===== src/rtl/card_src_if.sv =====
// Card source handshake: the source presents card_value with card_valid,
// and the dealer controller holds card_req high while it is ready to take a card.
interface card_src_if;
  logic       card_req;
  logic       card_valid;
  logic [3:0] card_value;

  modport master (input card_req, output card_valid, output card_value);
  modport slave  (output card_req, input card_valid, input card_value);
endinterface


===== src/rtl/blackjack_dealer_ctrl.sv =====
// Single-hand dealer controller: draws cards into four slots, tracks the running
// sum, arbitrates hit/stand with an inactivity timeout and reports the hand result.
//
// state | meaning
// IDLE  | no hand in progress
// DRAW  | card_req high, waiting for a non-zero card
// CHECK | one-cycle evaluation of the new sum / card count
// WAIT  | waiting for hit/stand, timeout counter running
// WIN   | sum hit TARGET exactly
// BUST  | sum went over TARGET
// STOOD | player stood, timed out, or all four slots filled
module blackjack_dealer_ctrl #(
  parameter int TARGET         = 18,
  parameter int MAX_FACE       = 10,
  parameter int TIMEOUT_CYCLES = 1000
) (
  input  logic       clk,
  input  logic       rst,
  input  logic       start,
  input  logic       hit,
  input  logic       stand,
  card_src_if.slave  card,
  output logic [3:0] first_card,
  output logic [3:0] second_card,
  output logic [3:0] third_card,
  output logic [3:0] fourth_card,
  output logic [2:0] card_count,
  output logic [6:0] sum,
  output logic [2:0] ctrl_state,
  output logic [1:0] result,
  output logic       done
);

  localparam int CW = (TIMEOUT_CYCLES > 1) ? $clog2(TIMEOUT_CYCLES) : 1;

  localparam logic [1:0] RES_NONE  = 2'b00;
  localparam logic [1:0] RES_STOOD = 2'b01;
  localparam logic [1:0] RES_WIN   = 2'b10;
  localparam logic [1:0] RES_BUST  = 2'b11;

  typedef enum logic [2:0] {
    IDLE  = 3'd0,
    DRAW  = 3'd1,
    CHECK = 3'd2,
    WAIT  = 3'd3,
    WIN   = 3'd4,
    BUST  = 3'd5,
    STOOD = 3'd6
  } state_t;

  state_t        state;
  logic [3:0]    slot [4];
  logic [CW-1:0] wait_cnt;
  logic [3:0]    card_clamped;

  assign card_clamped = (card.card_value > 4'(MAX_FACE)) ? 4'(MAX_FACE) : card.card_value;

  assign first_card  = slot[0];
  assign second_card = slot[1];
  assign third_card  = slot[2];
  assign fourth_card = slot[3];
  assign ctrl_state  = state;

  always_ff @(posedge clk or negedge rst) begin
    if (!rst) begin
      state         <= IDLE;
      for (int i = 0; i < 4; i++) slot[i] <= '0;
      card_count    <= '0;
      sum           <= '0;
      result        <= RES_NONE;
      done          <= 1'b0;
      wait_cnt      <= '0;
      card.card_req <= 1'b0;
    end else begin
      case (state)
        IDLE, WIN, BUST, STOOD: begin
          if (start) begin
            for (int i = 0; i < 4; i++) slot[i] <= '0;
            card_count    <= '0;
            sum           <= '0;
            result        <= RES_NONE;
            done          <= 1'b0;
            wait_cnt      <= '0;
            card.card_req <= 1'b1;
            state         <= DRAW;
          end
        end

        DRAW: begin
          // A zero card is not a real card; keep requesting.
          if (card.card_valid && card.card_req && card.card_value != 4'd0) begin
            slot[card_count[1:0]] <= card_clamped;
            sum                   <= sum + 7'(card_clamped);
            card_count            <= card_count + 3'd1;
            card.card_req         <= 1'b0;
            state                 <= CHECK;
          end
        end

        CHECK: begin
          if (sum == 7'(TARGET)) begin
            result <= RES_WIN;
            done   <= 1'b1;
            state  <= WIN;
          end else if (sum > 7'(TARGET)) begin
            result <= RES_BUST;
            done   <= 1'b1;
            state  <= BUST;
          end else if (card_count < 3'd2) begin
            card.card_req <= 1'b1;
            state         <= DRAW;
          end else if (card_count == 3'd4) begin
            result <= RES_STOOD;
            done   <= 1'b1;
            state  <= STOOD;
          end else begin
            wait_cnt <= '0;
            state    <= WAIT;
          end
        end

        WAIT: begin
          if (stand) begin
            wait_cnt <= '0;
            result   <= RES_STOOD;
            done     <= 1'b1;
            state    <= STOOD;
          end else if (hit) begin
            wait_cnt      <= '0;
            card.card_req <= 1'b1;
            state         <= DRAW;
          end else if (wait_cnt == CW'(TIMEOUT_CYCLES - 1)) begin
            wait_cnt <= '0;
            result   <= RES_STOOD;
            done     <= 1'b1;
            state    <= STOOD;
          end else begin
            wait_cnt <= wait_cnt + 1'b1;
          end
        end

        default: begin
          card.card_req <= 1'b0;
          done          <= 1'b0;
          wait_cnt      <= '0;
          state         <= IDLE;
        end
      endcase
    end
  end

endmodule


===== src/flat_wrapper.sv =====
// flat-port wrapper written by rule: the top's interface ports become plain ports
module blackjack_dealer_ctrl_flat 
#(
  parameter int TARGET         = 18,
  parameter int MAX_FACE       = 10,
  parameter int TIMEOUT_CYCLES = 1000
)
  (clk, rst, start, hit, stand, first_card, second_card, third_card, fourth_card, card_count, sum, ctrl_state, result, done, card_card_req, card_card_valid, card_card_value);
  card_src_if card_i ();
  input  logic clk;
  input  logic rst;
  input  logic start;
  input  logic hit;
  input  logic stand;
  output logic [3:0] first_card;
  output logic [3:0] second_card;
  output logic [3:0] third_card;
  output logic [3:0] fourth_card;
  output logic [2:0] card_count;
  output logic [6:0] sum;
  output logic [2:0] ctrl_state;
  output logic [1:0] result;
  output logic done;
  output wire logic [$bits(card_i.card_req)-1:0] card_card_req;
  input wire logic [$bits(card_i.card_valid)-1:0] card_card_valid;
  input wire logic [$bits(card_i.card_value)-1:0] card_card_value;
  assign card_card_req = card_i.card_req;
  assign card_i.card_valid = card_card_valid;
  assign card_i.card_value = card_card_value;
  blackjack_dealer_ctrl #(.TARGET(TARGET), .MAX_FACE(MAX_FACE), .TIMEOUT_CYCLES(TIMEOUT_CYCLES)) u_core (.clk(clk), .rst(rst), .start(start), .hit(hit), .stand(stand), .card(card_i), .first_card(first_card), .second_card(second_card), .third_card(third_card), .fourth_card(fourth_card), .card_count(card_count), .sum(sum), .ctrl_state(ctrl_state), .result(result), .done(done));
endmodule

===== config.mk =====
export PLATFORM = sky130hd
export DESIGN_NAME = blackjack_dealer_ctrl_flat
export DESIGN_NICKNAME = d
export VERILOG_FILES = /design/src/rtl/card_src_if.sv /design/src/rtl/blackjack_dealer_ctrl.sv /design/src/flat_wrapper.sv
export SDC_FILE = /design/constraint.sdc
export NUM_CORES = 1
export LEC_CHECK = 0
export ABC_CLOCK_PERIOD_IN_PS = 3350
export CELL_PAD_IN_SITES_DETAIL_PLACEMENT = 0
export CELL_PAD_IN_SITES_GLOBAL_PLACEMENT = 1
export CORE_UTILIZATION = 43
export DETAILED_ROUTE_END_ITERATION = 8
export PLACE_DENSITY_LB_ADDON = 0.1
export SLEW_MARGIN = 20
export SYNTH_ARGS = -nofsm -noshare
export SYNTH_HDL_FRONTEND = slang
export SYNTH_SLANG_ARGS = --single-unit

===== constraint.sdc =====
create_clock -name clk -period 3.35 [get_ports clk]
set_input_delay 0.335 -clock clk [delete_from_list [all_inputs] [get_ports clk]]
set_output_delay 0.335 -clock clk [all_outputs]
set_load 0.005 [all_outputs]

==> summary by stage, run 1 <==
Power
IR analysis of the VDD net gives a maximum drop of about 0.00022 V. Per report_power, the sequential group accounts for between 50 and 60% of the total. The share of total power dissipated in the clock network is around 38%. The fraction of power spent switching nets is about a quarter. Combinational logic burns ~4.5% of the power. The internal portion of the total power is 0.000681 W. The analysis attributes to cell leakage a power of between 1 and 1.5 nW.

Summed over all nets, the switching power comes to 0.000214 W. The power density normalized to cell area is around 310 nW/µm².

Route
In the routed layout, each cell is associated on average with a via count of ~5.7. In the final routed layout, each cell accounts on average for 15.9 µm. The first TritonRoute pass finished after 4 iterations. The detailed-route DRC error count is 0.

The wire length reported by the detailed router is approximately 5500 µm. After the first detailed-routing iteration, the DRC count stood at roughly 160. The count of nets left with antenna violations once routing finished came out at 0. The overall via count from detail_route is between 1500 and 2000.

Finish
The final layout contains between 200 and 300 nets. The post-synthesis to final-layout area growth is 23.4%. The number of antenna repair diodes is 0. Measured on the finished design, the core utilization comes to a little under three fifths. Counting the fill cells in the layout gives roughly 500.

The fraction of final layout cells sized beyond drive strength 1 is 8.27%. The finished layout holds 348 standard cells, fillers aside.

Timing
The count of final max-slew check failures is 0. Across the routed clock network, the largest skew measured is roughly 6.3 ps. For the final routed database, the setup TNS stands at 0 ps.

The worst path needs between 2000 and 2500 ps of the cycle, external delays included. The number of hold-slack violations in the final timing report is 2. The worst pin sits at a relative slew slack of 60.1%.

The maximum clock frequency is ~400 MHz. The slew of the pin with the lowest slew margin is between 500 and 600 ps. The number of failing setup endpoints in the final timing report is 0.

The period utilization is between 70% and 80%. Hold timing on the final database bottoms out at a slack of -2.30 ps. Setup repair after global routing left no endpoint under its margin. The worst-case setup margin in the final layout is around 900 ps.

Global routing
The first-pass GRT wire length is approximately 9500 µm. Entering global routing, the biggest net connects 44 pins. The overall fraction of global-route tracks in use is about 21%.

Global routing finished with a remaining overflow of 0. The number of global-route vias before repair came to between 1500 and 2000. The number of antenna violations at the first check in global routing was 0.

Logic synthesis
Of the post-synthesis cell area, the dominant cell type holds between 40% and 50%. The number of nets in the synthesized netlist is ~250. The number of enable flip-flop cells after synthesis is 0. Sequential elements use 45.5% of the synthesized area.

For this run, the number of Yosys warnings is 0. Synthesis handed over a netlist of 235 instances. After synthesis the netlist holds a flip-flop and latch count of 43. Dividing the synthesized area by the synthesized cell count gives about 10 µm².

The commonest cells after synthesis are 43 x sky130_fd_sc_hd__dfrtp_1, 24 x sky130_fd_sc_hd__o21ai_0, 19 x sky130_fd_sc_hd__nand2_1. sky130_fd_sc_hd__dfrtp_1 is the most common cell in the netlist. In the synthesized netlist the dominant register cell turns out to be sky130_fd_sc_hd__dfrtp_1.

After synthesis, the netlist uses between 50 and 60 different library cells. The proportion of synthesized flip-flops having asynchronous set or reset is 100%. The cell area after technology mapping is 2360 µm². By area the synthesized netlist is led by sky130_fd_sc_hd__dfrtp_1 46%, sky130_fd_sc_hd__a22o_1 5.6%, sky130_fd_sc_hd__o21ai_0 5.1%, sky130_fd_sc_hd__ha_1 4.2%, sky130_fd_sc_hd__nand2_1 3.0%. sky130_fd_sc_hd__dfrtp_1 takes more of the synthesized area than any other cell.

Critical path
The path length in cells of the critical path is 11. The category of cells accounting for the largest share of critical-path delay is buffers and inverters. The startpoint identified for the worst register-to-register timing path is u_core.card_count[1]. The signal on the critical path passes through clkdlybuf4s50_1, o21ai_0, and2_1, ha_1, inv_1, fa_1, inv_1, maj3_1, a21oi_1, or4_1, nand3_1. On the critical path, the stage with the largest delay is an instance of sky130_fd_sc_hd__clkdlybuf4s50_1. The maximum fanout encountered on the critical timing path is 9. Setup slack on the worst reg-to-reg path comes out at slightly below 1000 ps. The critical path class is input port to flip-flop. The number of cells on the worst reg-to-reg path is 7. The worst endpoint data arrival time is roughly 2700 ps.

The biggest cell delay along the critical path is around 660 ps. The worst setup path is launched from an input port. The most critical setup path has its endpoint at u_core.sum[6]. The most repeated library cell on the critical path is sky130_fd_sc_hd__inv_1. The endpoint identified for the worst register-to-register timing path is u_core.wait_cnt[9]. Counting both buffers and inverters, the worst setup path holds a total of 3. STA classifies the critical path endpoint as a flip-flop. The most critical setup path has its startpoint at card_card_value[3].

The critical path required time is between 3000 and 4000 ps.

Clocking
The number of sinks on the clock net is between 40 and 50. The clock latency reported for the late side of the worst-skew pair is about 300 ps. The number of hold buffers added after CTS is 0. The clock root buffer master is sky130_fd_sc_hd__clkbuf_8. The number of levels in the clock H-tree is 2. The number of buffers inserted during clock tree synthesis is 5.

After clock tree synthesis, the clock-pin slew on the worst setup and hold paths is ~90 ps. The clock tree from TritonCTS is done. No sink is reached through more buffers than the 2 on the longest clock path. Once the clock tree was built, the setup fixing pass inserted 0 buffers. The number of gates resized after CTS was 0.

Worst hold path
The path type of the worst min-delay path is input port to asynchronous set/reset pin.

Place
The weighted congestion at the end of routability-driven global placement is about 0.82. Port buffering added 42 buffers. Timing analysis after detailed placement gives a worst setup slack of roughly 590 ps. The HPWL reported at the end of detailed placement is between 3000 and 4000 µm.

Including well taps, the total number of placed cells is 340.

Floorplanning
The full die area is around 5800 µm². After floorplanning, the core was divided into 26 placement rows. 43 I/O pins were placed. The chip height is between 70 and 80 µm. The effective utilization at floorplan is between 40% and 50%. The die boundary width is approximately 76 µm. The placeable core region is between 5000 and 6000 µm².

Status
The final reports fail on hold timing. The flow ran to the end, but the final reports show violations.

Flow run
Max-cap violations in this run came to 0.
## how the worst min path moves through the flow
stage	start	to	slack, ps	cells after the start
floorplan	rst	u_core.card.card_req	40	0
detailed placement	u_core.done	u_core.done	480	1
finish	rst	u_core.sum[1]	-2	1
CTS	rst	u_core.sum[1]	210	1
global route	rst	u_core.sum[2]	60	1
global placement	u_core.done	u_core.done	470	1
## stage by stage
stage	instance area (µm²)	power, W
4_1_cts	2910	0.000903
2_1_floorplan	2360	0.000545
5_1_grt	2920	0.000933
3_3_place_gp	2830	0.000569
3_5_place_dp	2830	0.000570
6_report	2920	0.000895
## power by group through the flow
| stage | combinational [W] | clock (W) | sequential (W) |
|---|---|---|---|
| 3_3_place_gp | 0.0000406 | 0 | 0.000529 |
| 3_5_place_dp | 0.0000407 | 0 | 0.000529 |
| 5_1_grt | 0.0000462 | 0.000368 | 0.000519 |
| 6_report | 0.0000404 | 0.000336 | 0.000518 |
| 4_1_cts | 0.0000408 | 0.000344 | 0.000519 |
| 2_1_floorplan | 0.0000159 | 0 | 0.000529 |
## per-layer routing
metal | GRT usage [%] | wire [µm] | vias to the layer above
met4 | 6.35 | 82 | 0
li1 | - | - | 968
met3 | 4.31 | 183 | 9
met5 | 0 | 0 | -
met1 | 30.2 | 2910 | 953
met2 | 30.3 | 2360 | 40
## cells in the final DEF, fill, tap and decap left out, types with 4 or more instances in the layout
| master | count |
|---|---|
| sky130_fd_sc_hd__nand2_1 | 19 |
| sky130_fd_sc_hd__dfrtp_1 | 43 |
| sky130_fd_sc_hd__clkbuf_8 | 5 |
| sky130_fd_sc_hd__xnor2_1 | 4 |
| sky130_fd_sc_hd__ha_1 | 8 |
| sky130_fd_sc_hd__a22o_1 | 15 |
| sky130_fd_sc_hd__clkdlybuf4s50_1 | 41 |
| sky130_fd_sc_hd__and2_1 | 4 |
| sky130_fd_sc_hd__o21ai_0 | 24 |
| sky130_fd_sc_hd__a21oi_1 | 6 |
| sky130_fd_sc_hd__inv_1 | 15 |
| sky130_fd_sc_hd__nand3_1 | 5 |
| sky130_fd_sc_hd__a31oi_1 | 6 |
| sky130_fd_sc_hd__and3_1 | 5 |
| sky130_fd_sc_hd__a32o_1 | 4 |
| sky130_fd_sc_hd__nor2_1 | 11 |
## registers in the layout, summed over array words and instances, names as in the netlist, 3 cells and up
name	count
u_core.wait_cnt	10
u_core.sum	7
u_core.first_card	4
u_core.fourth_card	4
u_core.second_card	4
u_core.third_card	4
u_core.card_count	3
u_core.ctrl_state	3
## final cells by class
cell class | instances | area [µm²] | share of cell area [%]
tap | 70 | 87.6 | 3.00
sequential | 43 | 1080 | 36.9
inverter | 15 | 56.3 | 1.93
timing repair buffer | 44 | 433 | 14.8
clock inverter | 2 | 12.5 | 0.429
clock buffer | 6 | 72.6 | 2.49
multi-input combinational | 168 | 1180 | 40.4
## kinds of logic after synthesis
group	Yosys count	share of synthesized area, %
AOI/OAI and AO/OA	85	26.3
xor gates and xnor gates	4	1.48
adders and majority gates	12	6.35
buffers and inverters	24	4.61
DFF	43	45.5
muxes	2	0.900
and+or+nand+nor	65	14.8
Power figures use the tool's default switching activity.
==> run 2, diff against run 1 <==
ABC_CLOCK_PERIOD_IN_PS = 2300   (was 3350)
CORE_UTILIZATION = 40   (was 43)
clock period = 2.3 ns   (was 3.35 ns; I/O delays follow)
==> run 2 against run 1 <==
Compared with the run above:
- the run now ends clean
- sequential power increased by 46%
- combinational power increased by 79%
- cell count increased by 7.8%
- final area increased by 6.7%
- first-iteration DRC count decreased by 34%
- hold slack improved by 360 ps
- critical path depth unchanged
- setup slack got worse by 720 ps
- wire length increased by 7.0%
- global-route usage increased by 0.64 points
- critical endpoint unchanged
- highest routed layer unchanged
==> summary by stage, run 2 (synthesis gave the netlist of run 1 again) <==
Finish
The multi-input gate area in the final layout is ~1200 µm². The finished cells cover around 3100 µm². The top cell types in the final layout, fill and taps aside, are 43 x sky130_fd_sc_hd__dfrtp_1, 41 x sky130_fd_sc_hd__clkdlybuf4s50_1, 26 x sky130_fd_sc_hd__buf_4.

The number of filler instances in the final layout is 518. In the final layout, the registers with the most flip-flops are u_core.wait_cnt: 10 flops, u_core.sum: 7 flops. The number of flip-flops under the largest register name is 10. The area taken by flip-flops and latches is about 1100 µm². The most frequent standard cell in the layout excluding fill and tap cells is sky130_fd_sc_hd__dfrtp_1. The number of antenna repair diodes is 0. The number of nets in the layout is around 320. The count of cells in the finished layout, fillers not included, comes to approximately 380.

Of the cells placed in the final design, the portion with a size suffix greater than 1 is 16.2%. The post-synthesis to final-layout area growth is 31.7%. u_core.wait_cnt holds more flip-flops than any other register.

Global routing
The number of global-route vias before repair is about 2100. The number of antenna violations at the first check in global routing is 0. The aggregate global routing overflow is 0.

Entering global routing, the biggest net connects 30 pins. The first-pass GRT wire length is ~10000 µm. The overall fraction of global-route tracks in use is approximately a fifth.

Floorplanning
The count of pins on the block boundary is 43. The die boundary width is ~80 µm. Row generation in the floorplan step produced 27 rows.

Measured along the y axis, the die boundary spans 78.9 µm. The effective utilization at floorplan is 42.1%. The placeable core region is around 5600 µm².

The full die area is around 6200 µm².

Clocking
The register clock-pin slew on the reported worst setup and hold paths is 90 ps. The H-tree was split into 2 levels. The clock reaches the later pin of the worst-skew pair after around 300 ps.

Clock tree synthesis inserted a total of 5 buffers. The clock tree buffer depth is 2. The clock tree from TritonCTS is done. Clock tree synthesis selected as its root buffer the cell sky130_fd_sc_hd__clkbuf_8.

Counting every sink on the clock net gives 43. The buffer count from post-CTS setup fixing is 0.

Route
The detailed-route DRC error count is 0. The overall via count from detail_route is ~2100. Dividing the detail-routed wire length by the instance count gives around 16 µm. The number of nets with antenna violations after detailed routing is 0. The wire length reported by the detailed router is slightly below 6000 µm.

Dividing the detail-routed via count by the number of cells gives 5.51. The detailed-router iteration count before antenna repair is 4. The initial detailed-routing violation count is 102.

Power
Dividing total power by cell area gives a power density of between 400 and 500 nW/µm². Power comes to 0.00132 W. The highest ir drop seen on vdd is 0.000330 V.

The cell leakage power is around 1.4 nW.

Flow run
The number of violations of the max-capacitance limit is 0.

Place
Port buffering added 42 buffers. The weighted congestion at the end of routability-driven global placement is 0.805. The post-detailed-placement cell area is between 3000 and 4000 µm². Before CTS, the worst setup slack after placement is -234 ps. The post-placement cell count is ~370. The HPWL reported at the end of detailed placement is roughly 4300 µm.

Timing
The worst-case headroom to the max-slew limit is 62.3%. The minimum clock period is roughly 2100 ps. The number of hold-slack violations in the final timing report is 0. Setup slack closes at around 160 ps.

Of the available clock period, the critical path in the final layout requires 93.0%. The tightest hold margin is 359 ps. The number of failing setup endpoints in the final timing report is 0. The maximum clock skew at final layout is ~8 ps.

Setup repair after global routing left no endpoint under its margin. At the pin with the least slew margin, the transition time is roughly 560 ps. Based on the critical path, the design can be clocked at up to 468 MHz. The count of final max-slew check failures was 0.

Critical path
The cell that appears most often on the critical path is sky130_fd_sc_hd__inv_1. STA classifies the critical path endpoint as a flip-flop. The critical path launch point type is an input port. Walking the worst path, the cells encountered are clkdlybuf4s50_1, o21ai_1, and2_4, ha_1, inv_1, fa_2, inv_1, maj3_1, a21oi_1, or4_1, nand3_1. The largest individual stage delay along the critical path comes from the cell sky130_fd_sc_hd__or4_1.

The category of cells accounting for the largest share of critical-path delay is simple AND/OR/NAND/NOR gates. The critical path required time is between 2000 and 3000 ps. The worst register-to-register path has a setup slack of about 280 ps. The count of buffer and inverter cells on the critical path is 3. Data arrives at the worst endpoint at 2380 ps.

Along the worst path, the maximum fanout reaches 4. The critical path is of the input port to flip-flop type. The largest single stage delay on the critical path is 480 ps.

Status
The flow ran to the end, and the final reports show no timing, DRC or antenna violations.

Worst hold path
The path type of the worst min-delay path is input port to asynchronous set/reset pin.
==> run 2: path summary, 6_finish.rpt <==
path	startpoint	endpoint	cells past startpoint
worst max-delay path	card_card_value[2]	u_core.sum[6]	11
worst min-delay path	rst	u_core.sum[2]	2
worst max register to register	u_core.ctrl_state[0]	u_core.third_card[0]	5
worst min register to register	u_core.done	u_core.done	1
max in group asynchronous	rst	u_core.card_count[1]	3
min in group clk	u_core.done	u_core.done	1
==> run 2: stage by stage <==
stage	util [%]	TNS [ps]
2_1_floorplan	-	0
4_1_cts	55.4	0
6_report	55.5	0
5_1_grt	55.5	0
3_5_place_dp	53.7	-580
3_3_place_gp	53.7	-290
==> run 2: where the power goes <==
part           internal, W  leakage [nW]  switching [W]   total, W
Combinational    0.0000346         0.781      0.0000378  0.0000724
Clock             0.000213        0.0412       0.000280   0.000492
Sequential        0.000755         0.575              0   0.000755
==> run 2: what timing repair did <==
item,CTS,global route
resized for setup,0,3
setup endpoints to repair,0,1
hold buffers,1,0
hold endpoints to repair,14,0
==> run 2: final cells by class <==
type / count / share of cell area, %
clock buffer: 6 / 2.33
clock inverter: 2 / 0.402
inverter: 15 / 1.81
multi-input combinational: 168 / 38.0
sequential: 43 / 34.6
tap: 72 / 2.90
timing repair buffer: 69 / 19.9
==> run 2: layer usage <==
layer | vias up | part of all wire [%] | GRT usage, %
met5 | - | 0 | 0
met4 | 0 | 1.1 | 5.82
met3 | 6 | 3.4 | 4.37
met2 | 35 | 45 | 33.2
met1 | 1008 | 51 | 29.6
li1 | 1017 | - | -
